### src/rtl/alu_mc_pkg.sv
// Shared opcodes and FSM state encoding for the multicycle ALU.
package alu_mc_pkg;

  localparam logic [3:0] OP_ADD  = 4'h0;
  localparam logic [3:0] OP_AND  = 4'h1;
  localparam logic [3:0] OP_OR   = 4'h2;
  localparam logic [3:0] OP_XOR  = 4'h3;
  localparam logic [3:0] OP_NOT  = 4'h4;
  localparam logic [3:0] OP_SLL  = 4'h5;
  localparam logic [3:0] OP_SRL  = 4'h6;
  localparam logic [3:0] OP_SRA  = 4'h7;
  localparam logic [3:0] OP_SUB  = 4'h8;
  localparam logic [3:0] OP_SLT  = 4'h9;
  localparam logic [3:0] OP_SLTU = 4'hA;
  localparam logic [3:0] OP_MUL  = 4'hB;

  typedef enum logic {
    ST_IDLE = 1'b0,
    ST_MUL  = 1'b1
  } state_t;

endpackage

### src/rtl/alu_mul_iter.sv
// Iterative shift-add multiplier: low WIDTH bits of a*b, one step per clock.
module alu_mul_iter #(
  parameter int WIDTH = 32
) (
  input  logic             clk,
  input  logic             reset,
  input  logic             load,
  input  logic [WIDTH-1:0] a,
  input  logic [WIDTH-1:0] b,
  input  logic             step,
  output logic [WIDTH-1:0] product,
  output logic             last
);

  localparam int CW = $clog2(WIDTH) + 1;

  logic [WIDTH-1:0] mcand_q, mcand_d;
  logic [WIDTH-1:0] mplier_q, mplier_d;
  logic [WIDTH-1:0] acc_q, acc_d;
  logic [CW-1:0]    cnt_q, cnt_d;

  // Accumulator value after the current step, so the final step's result
  // can be captured by the caller on the same edge.
  assign product = mplier_q[0] ? (acc_q + mcand_q) : acc_q;
  assign last    = step && (cnt_q == CW'(WIDTH - 1));

  always_comb begin
    mcand_d  = mcand_q;
    mplier_d = mplier_q;
    acc_d    = acc_q;
    cnt_d    = cnt_q;
    if (load) begin
      mcand_d  = a;
      mplier_d = b;
      acc_d    = '0;
      cnt_d    = '0;
    end else if (step) begin
      acc_d    = product;
      mcand_d  = mcand_q << 1;
      mplier_d = mplier_q >> 1;
      cnt_d    = cnt_q + CW'(1);
    end
  end

  always_ff @(posedge clk or posedge reset) begin
    if (reset) begin
      mcand_q  <= '0;
      mplier_q <= '0;
      acc_q    <= '0;
      cnt_q    <= '0;
    end else begin
      mcand_q  <= mcand_d;
      mplier_q <= mplier_d;
      acc_q    <= acc_d;
      cnt_q    <= cnt_d;
    end
  end

endmodule

### src/rtl/alu_mc.sv
// Multicycle ALU: single-cycle op mux plus iterative multiply behind a
// start/busy/done handshake; result and flags are registered and held.
module alu_mc
  import alu_mc_pkg::*;
#(
  parameter int WIDTH = 32,
  parameter int SHW   = $clog2(WIDTH)
) (
  input  logic             clk,
  input  logic             reset,
  input  logic             start,
  input  logic [3:0]       select,
  input  logic [WIDTH-1:0] a,
  input  logic [WIDTH-1:0] b,
  input  logic [SHW-1:0]   shamt,
  output logic             busy,
  output logic             done,
  output logic [WIDTH-1:0] y,
  output logic             zero,
  output logic             carry,
  output logic             overflow
);

  state_t           state_q, state_d;
  logic [WIDTH-1:0] y_q, y_d;
  logic             carry_q, carry_d;
  logic             ovf_q, ovf_d;
  logic             done_q, done_d;

  logic             mul_load, mul_step, mul_last;
  logic [WIDTH-1:0] mul_product;

  logic [WIDTH:0]   sum, diff;
  logic [WIDTH-1:0] op_y;
  logic             op_c, op_v;

  alu_mul_iter #(.WIDTH(WIDTH)) u_mul (
    .clk     (clk),
    .reset   (reset),
    .load    (mul_load),
    .a       (a),
    .b       (b),
    .step    (mul_step),
    .product (mul_product),
    .last    (mul_last)
  );

  assign sum  = {1'b0, a} + {1'b0, b};
  assign diff = {1'b0, a} + {1'b0, ~b} + (WIDTH+1)'(1);

  always_comb begin
    op_y = '0;
    op_c = 1'b0;
    op_v = 1'b0;
    case (select)
      OP_ADD: begin
        op_y = sum[WIDTH-1:0];
        op_c = sum[WIDTH];
        op_v = (a[WIDTH-1] == b[WIDTH-1]) && (sum[WIDTH-1] != a[WIDTH-1]);
      end
      OP_SUB: begin
        op_y = diff[WIDTH-1:0];
        op_c = diff[WIDTH];
        op_v = (a[WIDTH-1] != b[WIDTH-1]) && (diff[WIDTH-1] != a[WIDTH-1]);
      end
      OP_AND:  op_y = a & b;
      OP_OR:   op_y = a | b;
      OP_XOR:  op_y = a ^ b;
      OP_NOT:  op_y = ~a;
      OP_SLL:  op_y = a << shamt;
      OP_SRL:  op_y = a >> shamt;
      OP_SRA:  op_y = $unsigned($signed(a) >>> shamt);
      OP_SLT:  op_y = {{(WIDTH-1){1'b0}}, ($signed(a) < $signed(b))};
      OP_SLTU: op_y = {{(WIDTH-1){1'b0}}, (a < b)};
      default: op_y = '0;
    endcase
  end

  always_comb begin
    state_d  = state_q;
    y_d      = y_q;
    carry_d  = carry_q;
    ovf_d    = ovf_q;
    done_d   = 1'b0;
    mul_load = 1'b0;
    mul_step = 1'b0;
    case (state_q)
      ST_IDLE: begin
        if (start) begin
          if (select == OP_MUL) begin
            state_d  = ST_MUL;
            mul_load = 1'b1;
          end else begin
            y_d     = op_y;
            carry_d = op_c;
            ovf_d   = op_v;
            done_d  = 1'b1;
          end
        end
      end
      ST_MUL: begin
        mul_step = 1'b1;
        if (mul_last) begin
          y_d     = mul_product;
          carry_d = 1'b0;
          ovf_d   = 1'b0;
          done_d  = 1'b1;
          state_d = ST_IDLE;
        end
      end
      default: state_d = ST_IDLE;
    endcase
  end

  always_ff @(posedge clk or posedge reset) begin
    if (reset) begin
      state_q <= ST_IDLE;
      y_q     <= '0;
      carry_q <= 1'b0;
      ovf_q   <= 1'b0;
      done_q  <= 1'b0;
    end else begin
      state_q <= state_d;
      y_q     <= y_d;
      carry_q <= carry_d;
      ovf_q   <= ovf_d;
      done_q  <= done_d;
    end
  end

  assign busy     = (state_q == ST_MUL);
  assign done     = done_q;
  assign y        = y_q;
  assign zero     = (y_q == '0);
  assign carry    = carry_q;
  assign overflow = ovf_q;

endmodule

### config.mk
export PLATFORM = sky130hd
export DESIGN_NAME = alu_mc
export DESIGN_NICKNAME = d
export VERILOG_FILES = /design/src/rtl/alu_mc_pkg.sv /design/src/rtl/alu_mul_iter.sv /design/src/rtl/alu_mc.sv
export SDC_FILE = /design/constraint.sdc
export NUM_CORES = 1
export LEC_CHECK = 0
export BUFFER_PORTS_ARGS = -buffer_cell sky130_fd_sc_hd__buf_4
export CAP_MARGIN = 10
export CELL_PAD_IN_SITES_DETAIL_PLACEMENT = 1
export CELL_PAD_IN_SITES_GLOBAL_PLACEMENT = 2
export CORE_UTILIZATION = 40
export CTS_CLUSTER_SIZE = 14
export DETAILED_ROUTE_END_ITERATION = 16
export PLACE_DENSITY_LB_ADDON = 0.1
export SETUP_SLACK_MARGIN = 0.02
export SLEW_MARGIN = 30
export SYNTH_ARGS = -nofsm -noshare
export SYNTH_HDL_FRONTEND = slang
export SYNTH_SLANG_ARGS = --single-unit
### constraint.sdc
create_clock -name clk -period 10.6 [get_ports clk]
set_clock_uncertainty 0.1 [all_clocks]
set_input_delay 0.53 -clock clk [delete_from_list [all_inputs] [get_ports clk]]
set_output_delay 0.53 -clock clk [all_outputs]
set_load 0.005 [all_outputs]
; ---- Word-level counts from Yosys, hierarchy flattened
; Index checks and enable logic that the tools add are counted.
[word_totals]
reg_bits = 138
inputBits = 76
out_inout_bits = 37
word_cells = 84
[classes]
addsub = 5
n_lt_le_gt_ge = 2
n_eq_ne = 19
n_shift = 3
n_mux = 33
n_bitwise = 6
reduce_logical = 7
[ops]
columns = cell, n
row1 = one-hot mux 32 bit (11 select lines), 1
row2 = 2-to-1 mux 32 bit, 10
row3 = adder 32 x 32 -> 33 bit, 2
row4 = < comparator 32 bit, 2
row5 = inverter 32 bit, 2
row6 = one-hot mux 32 bit (2 select lines), 1
row7 = adder 33 x 1 -> 33 bit (second input constant), 1
row8 = adder 32 bit, 1
row9 = AND 32 bit, 1
row10 = zero test 32 bit, 1
row11 = bitwise OR 32 bit, 1
row12 = left shift 32 x 5 -> 32 bit, 1
row13 = right shift 32 x 5 -> 32 bit, 1
row14 = >>> shifter 32 x 5 -> 32 bit, 1
row15 = XOR 32 bit, 1
row16 = == test 4 x 3 -> 1 bit (second input constant), 4
row17 = == test 4 bit (second input constant), 4
row18 = 2-to-1 mux 1 bit, 13
row19 = 2-to-1 mux 6 bit, 2
row20 = one-hot mux 1 bit (2 select lines), 6
row21 = == test 4 x 2 -> 1 bit (second input constant), 2
row22 = adder 6 x 1 -> 6 bit (second input constant), 1
row23 = == test 6 x 5 -> 1 bit (second input constant), 1
row24 = == test 4 x 1 -> 1 bit (second input constant), 1
row25 = 9 further kinds, 14

; ---- Longest topological paths before layout
[logic_depth]
word_depth = 9
ltp_mapped = 15
ltp_nobuf = 14

; ---- Cells and area by module
; From an unflattened synthesis, not the netlist that was laid out.
[unflattened]
hier_cells = 2231
hier_area_um2 = 17194.0
[modules_own_cells]
columns = mod, instances, cells_each, area_each_um2, seq_area_each_um2
row1 = alu_mc, 1, 1519, 10682.7, 900.9
row2 = alu_mul_iter, 1, 712, 6511.2, 2552.4

; ---- Worst setup path after synthesis
; Ideal clock, no wire load.
[synth_path]
path_type = input-to-reg
startpoint = input port a[4]
endpoint = register y_q[31], in the netlist y[31]
setup_time_ps = 141
arrival_ps = 3217
t_required_ps = 10359
setup_slack_ps = 7142
cell_stages = 14
n_path_buf = 2
cell_sequence = clkbuf_1 inv_1 ha_1 buf_4 inv_1 a221oi_4 a2111oi_4 o21ai_1 a21oi_2 o41a_1 a311o_1 a221o_1 nand3_1 a31oi_1
[synth_between]
elab_chain_len = 6
elab_cells_between_ends = 10
cone_classes = 3 x add/sub / 3 x shift / 4 x mux
[synth_lines]
columns = element, line
row1 = "start, declared", alu_mc.sv:13  ; input logic [WIDTH-1:0] a,
row2 = adder 32 x 32 -> 33 bit, alu_mc.sv:49  ; assign diff = {1'b0, a} + {1'b0, ~b} + (WIDTH+1)'(1);
row3 = adder 33 x 1 -> 33 bit, alu_mc.sv:49
row4 = one-hot mux 32 bit (11 select lines) (*), alu_mc.sv:55  ; case (select)
row5 = 2-to-1 mux 32 bit (*), alu_mc.sv:90  ; if (select == OP_MUL) begin
row6 = 2-to-1 mux 32 bit (*), alu_mc.sv:89  ; if (start) begin
row7 = one-hot mux 32 bit (2 select lines) (*), alu_mc.sv:87  ; case (state_q)
row8 = "end signal, assigned", alu_mc.sv:124  ; y_q <= y_d;
row9 = "end, declared", alu_mc.sv:25  ; logic [WIDTH-1:0] y_q, y_d;
; Every way passes the cells marked *; elsewhere a longest branch is shown, timed or not. The select of a mux whose other input is x is not followed.
; A chain may end at the register's enable or synchronous reset.

; ---- Worst setup path in the final report
[layout_path]
startpoint = register state_q, in the netlist busy
endpoint = register y_q[28], in the netlist y[28]
[layout_between]
elab_chain_len = 4
elab_cells_between_ends = 8
cone_classes = 3 x eq/ne / 2 x mux / 1 x bitwise / 2 x reduce/logical
[layout_lines]
columns = element, line
row1 = "start, declared", alu_mc.sv:24  ; state_t state_q, state_d;
row2 = "start signal, assigned", alu_mc.sv:123  ; state_q <= state_d;
row3 = 2-to-1 mux 1 bit, alu_mc.sv:87
row4 = logical AND 1 bit, alu_mul_iter.sv:25  ; assign last = step && (cnt_q == CW'(WIDTH - 1));
row5 = inequality test 2 x 1 -> 1 bit (no source line), n/a
row6 = AND reduction 3 bit (no source line), n/a
; Parallel ways exist; a longest one is shown, timed or not.

==> summary.md <==
The run finished with clean final reports. The logs give 80,000 um for the routed wire length and 1 for the initial antenna violation count. The tools report the synthesized netlist net count as 2,471. The capture point of the critical path is y[28]. Hold repair after CTS inserted 0 buffers. Across every metal layer, demand over resource in global routing totals 36.5%. The area occupied by multi-input gates came out at 0.0126 mm2. After synthesis, the share of flip-flops with an asynchronous set or reset is 100%. Yosys mapped the design onto 92 distinct sky130hd cell types. The area of the placeable core came out at 0.0420 mm2. The clock tree synthesis step divided the H-tree into 4 levels. After clock tree synthesis, the repair step resized 0 gates.

In the synthesized netlist, the cells that appear most often are nor2_1 (282), a21oi_1 (239), nand2_1 (239). The slowest stage cell on the critical path was dfrtp_4. In the post-route analysis, the smallest setup slack over all paths is 6.20 ns. A synthesized cell averages 7.58 um2.

The worst path uses 41.5% of the clock period. The detail-routed via count per cell was 6.62; the number of global-route vias before repair was 18,100. The worst slew slack as a fraction of its limit was 19.6%; the number of enable flip-flop cells after synthesis was 0.

Of all cell types, the one taking the most synthesized area is dfrtp_1. Timing analysis after detailed placement gives a worst setup slack of 5.95 ns. The run gives 0 as the overall overflow remaining after global route. In this design, the critical path's most frequently occurring cell is buf_4. The run gives 0 as the number of nets with antenna violations after routing.

The tools report the fill cell instance count of the final layout as 5,227. STA classifies the critical path endpoint as a flip-flop. The worst reg2reg path startpoint was busy. The tools report the post-CTS setup-driven buffer insertion count as 0.

For the leakage power of the design, the log shows 8.34 nW. After the first detailed-routing iteration, the DRC count stood at 1,817. The die area is 0.0436 mm2, and the number of sinks on the clock net is 138. The family with the most delay on the worst path is buffers and inverters. The routed design could run at a clock period as short as 4.40 ns. The min-delay analysis places its worst path in the category input port to async pin. Registers take 0.00346 mm2.

The number of iterations in the first detailed-routing pass came out at 5. The tools report the launching element type of the critical path as a flip-flop. Counting both buffers and inverters, the worst setup path holds a total of 4.

The count of input and output buffers works out to 112. The layout overhead on the synthesized area was 9.75%. After clock tree synthesis, the clock-pin slew on the worst setup and hold paths is 0.09 ns. The first global-routing pass estimated 119,000 um of wire. Maximum VDD drop: 0.144 mV. The logic depth of the worst path, buffers included works out to 14. The number of max-slew violations in the final report was 0; the clock buffer count from CTS was 17.

The prevailing post-synth register cell is dfrtp_1. TritonCTS built the clock tree. For this run, the share of the core covered by cells in the final layout is 44.7%. For the worst setup path, the data required time is 10.86 ns. For the routability congestion estimate, the log shows 0.975. The tools report the cell at the root of the clock tree as clkbuf_16. Most common cell in the netlist: nor2_1. The tools report the data arrival time of the worst path as 4.66 ns.

For this design the top-level I/O count stands at 113. Setup repair after global routing left no endpoint under its margin. Max-cap violations in this run came to 0. For the number of cell rows, the log shows 75.

During synthesis, Yosys emitted a total of 0 warnings. Entering global routing, the biggest net connects 98 pins. On the worst path, the slowest cell contributes a delay of 0.87 ns. The HPWL after detailed placement is 60,900 um. The later pin in the worst-skew pair is clocked with a latency of 0.49 ns. Setup violations remaining at the end of the flow were counted as 0. The power per unit of standard cell area is 162 mW/mm2, and the portion of the post-synthesis area used by sequential elements is 20.2%.

The floorplan die width is 209 um, and the transition time of the tightest slew-check pin is 1.20 ns. In this run the deepest clock path goes through 2 buffers. After synthesis the netlist holds a flip-flop and latch count of 138. The length in cells of the worst reg-to-reg path was 14. By area the synthesized netlist is led by dfrtp_1 (20%), ha_1 (9.9%), a21oi_1 (7.0%). Proportion of netlist area held by the largest area contributor: 20.2%.

The tools report the post-synthesis instance total as 2,257. The worst register-to-register path ends at y[28]. Setup total negative slack on the finished layout was measured at 0 ns. After the last flow step, the layout net total stands at 2,456.

Traced cell by cell, the critical path runs through buf_4 > nand2_1 > nor2_1 > a31oi_2 > buf_4 > clkinv_1 > buf_4 > and2_1 > o2111ai_1 > a221o_1 > nor2_1 > o211a_1 > a211oi_1 > o22a_1. After detailed routing, the number of remaining DRC violations is 0. Across all register-to-register paths, the minimum setup slack is 6.20 ns. In this run the worst setup path begins at busy. Of all nets on the critical path, the largest fanout is 97. Cells with a size suffix above 1 make up 12.7% of the layout. The final-report hold violation count was 0.

Static timing analysis puts the maximum clock frequency at 0.228 GHz. The average detailed-routed wire length per instance is 28.6 um. The initial utilization of the core area, before any placement, comes to 40.7%. For the post-synthesis cell area, the log shows 0.0171 mm2. Summing over every cut layer, the via total after detailed routing is 18,500. The setup path with the least slack is of type flip-flop to flip-flop.

The die is 209 um tall.
[cells in the final DEF, fill, tap and decap left out, types with 21 or more instances in the layout]
master    count
nand3_1      41
nand2b_1     21
mux2_2       26
mux4_2       46
a211oi_1     26
inv_1       101
a21o_1       52
o21ai_0     161
xnor2_1      22
o21bai_1     24
nor2_1      282
dfrtp_1     137
buf_4       137
mux2i_1      71
a31oi_1      36
nor3_1       36
o22ai_1      26
nand2_1     237
a21oi_1     238
o211ai_1     29
ha_1        135
[per-stage QoR]
stage	instance area (um2)	power, W	hold slack, ns	std cells
final	18800	0.00305	0.0229	2795
after CTS	18700	0.00304	0.0574	2793
after global routing	18800	0.00323	0.0942	2794
after floorplan	17100	0.00182	0.342	2257
after detailed placement	18100	0.00238	0.370	2761
after global placement	18100	0.00233	0.361	2761
[final cells by class]
cell class | count | area share, %
diodes | 1 | 0.0133
flip-flops and latches | 138 | 18.4
repair buffers | 139 | 5.68
well taps | 539 | 3.59
inverters | 107 | 2.16
multi-input cells | 1839 | 66.9
clock inverters | 13 | 0.826
clock buffers | 19 | 2.41
[power by group]
group | leakage, nW | switching, W | internal, W
Sequential | 1.81 | 0.000202 | 0.000715
Clock | 0.290 | 0.000278 | 0.000364
Combinational | 6.24 | 0.000912 | 0.000576
Total | 8.34 | 0.00139 | 0.00165
[flip-flops by register name (all words and copies together), names as in the netlist]
register,flops
u_mul.acc_q,32
u_mul.mcand_q,32
u_mul.mplier_q,32
y,32
u_mul.cnt_q,6
busy,1
carry,1
done,1
overflow,1
[worst min-delay path by stage]
| stage | from | to | slack (ns) |
|---|---|---|---|
| 6_report | reset | u_mul.mplier_q[12] | 0.02 |
| 4_1_cts | reset | u_mul.mplier_q[12] | 0.06 |
| 3_3_place_gp | u_mul.mplier_q[3] | u_mul.mplier_q[2] | 0.36 |
| 5_1_grt | reset | u_mul.mplier_q[12] | 0.09 |
| 3_5_place_dp | u_mul.cnt_q[5] | u_mul.cnt_q[5] | 0.37 |
| 2_1_floorplan | u_mul.cnt_q[5] | u_mul.cnt_q[5] | 0.34 |
[cells by family (layout without fill, tap and decap cells)]
| family | after synthesis | after routing | share of synthesized area (%) |
|---|---|---|---|
| compound gates | 794 | 794 | 30.4 |
| simple gates | 734 | 734 | 19.0 |
| buf+inv | 280 | 278 | 6.72 |
| mux | 144 | 144 | 12.0 |
| fa+ha+maj | 138 | 138 | 10.2 |
| flops | 138 | 138 | 20.2 |
| xor+xnor | 29 | 29 | 1.48 |
| other cells | 0 | 1 | 0 |
[per-layer routing]
| layer | GRT usage, % | vias up | wire length [um] |
|---|---|---|---|
| li1 | - | 8253 | - |
| met1 | 52.5 | 9346 | 36300 |
| met2 | 55.2 | 771 | 35000 |
| met3 | 5.43 | 133 | 6000 |
| met4 | 13.0 | 0 | 2780 |
| met5 | 0 | - | 0 |
[worst register-to-register path: stages (launching register included)]
cell and delay (ns):
dfrtp_4 0.87, buf_4 0.80, nand2_1 0.18, nor2_1 0.20
a31oi_2 0.05, buf_4 0.24, clkinv_1 0.07, buf_4 0.50
and2_1 0.35, o2111ai_1 0.13, a221o_1 0.32, nor2_1 0.10
o211a_1 0.16, a211oi_1 0.04, o22a_1 0.17
No activity file was read; power rests on OpenSTA's default activity.
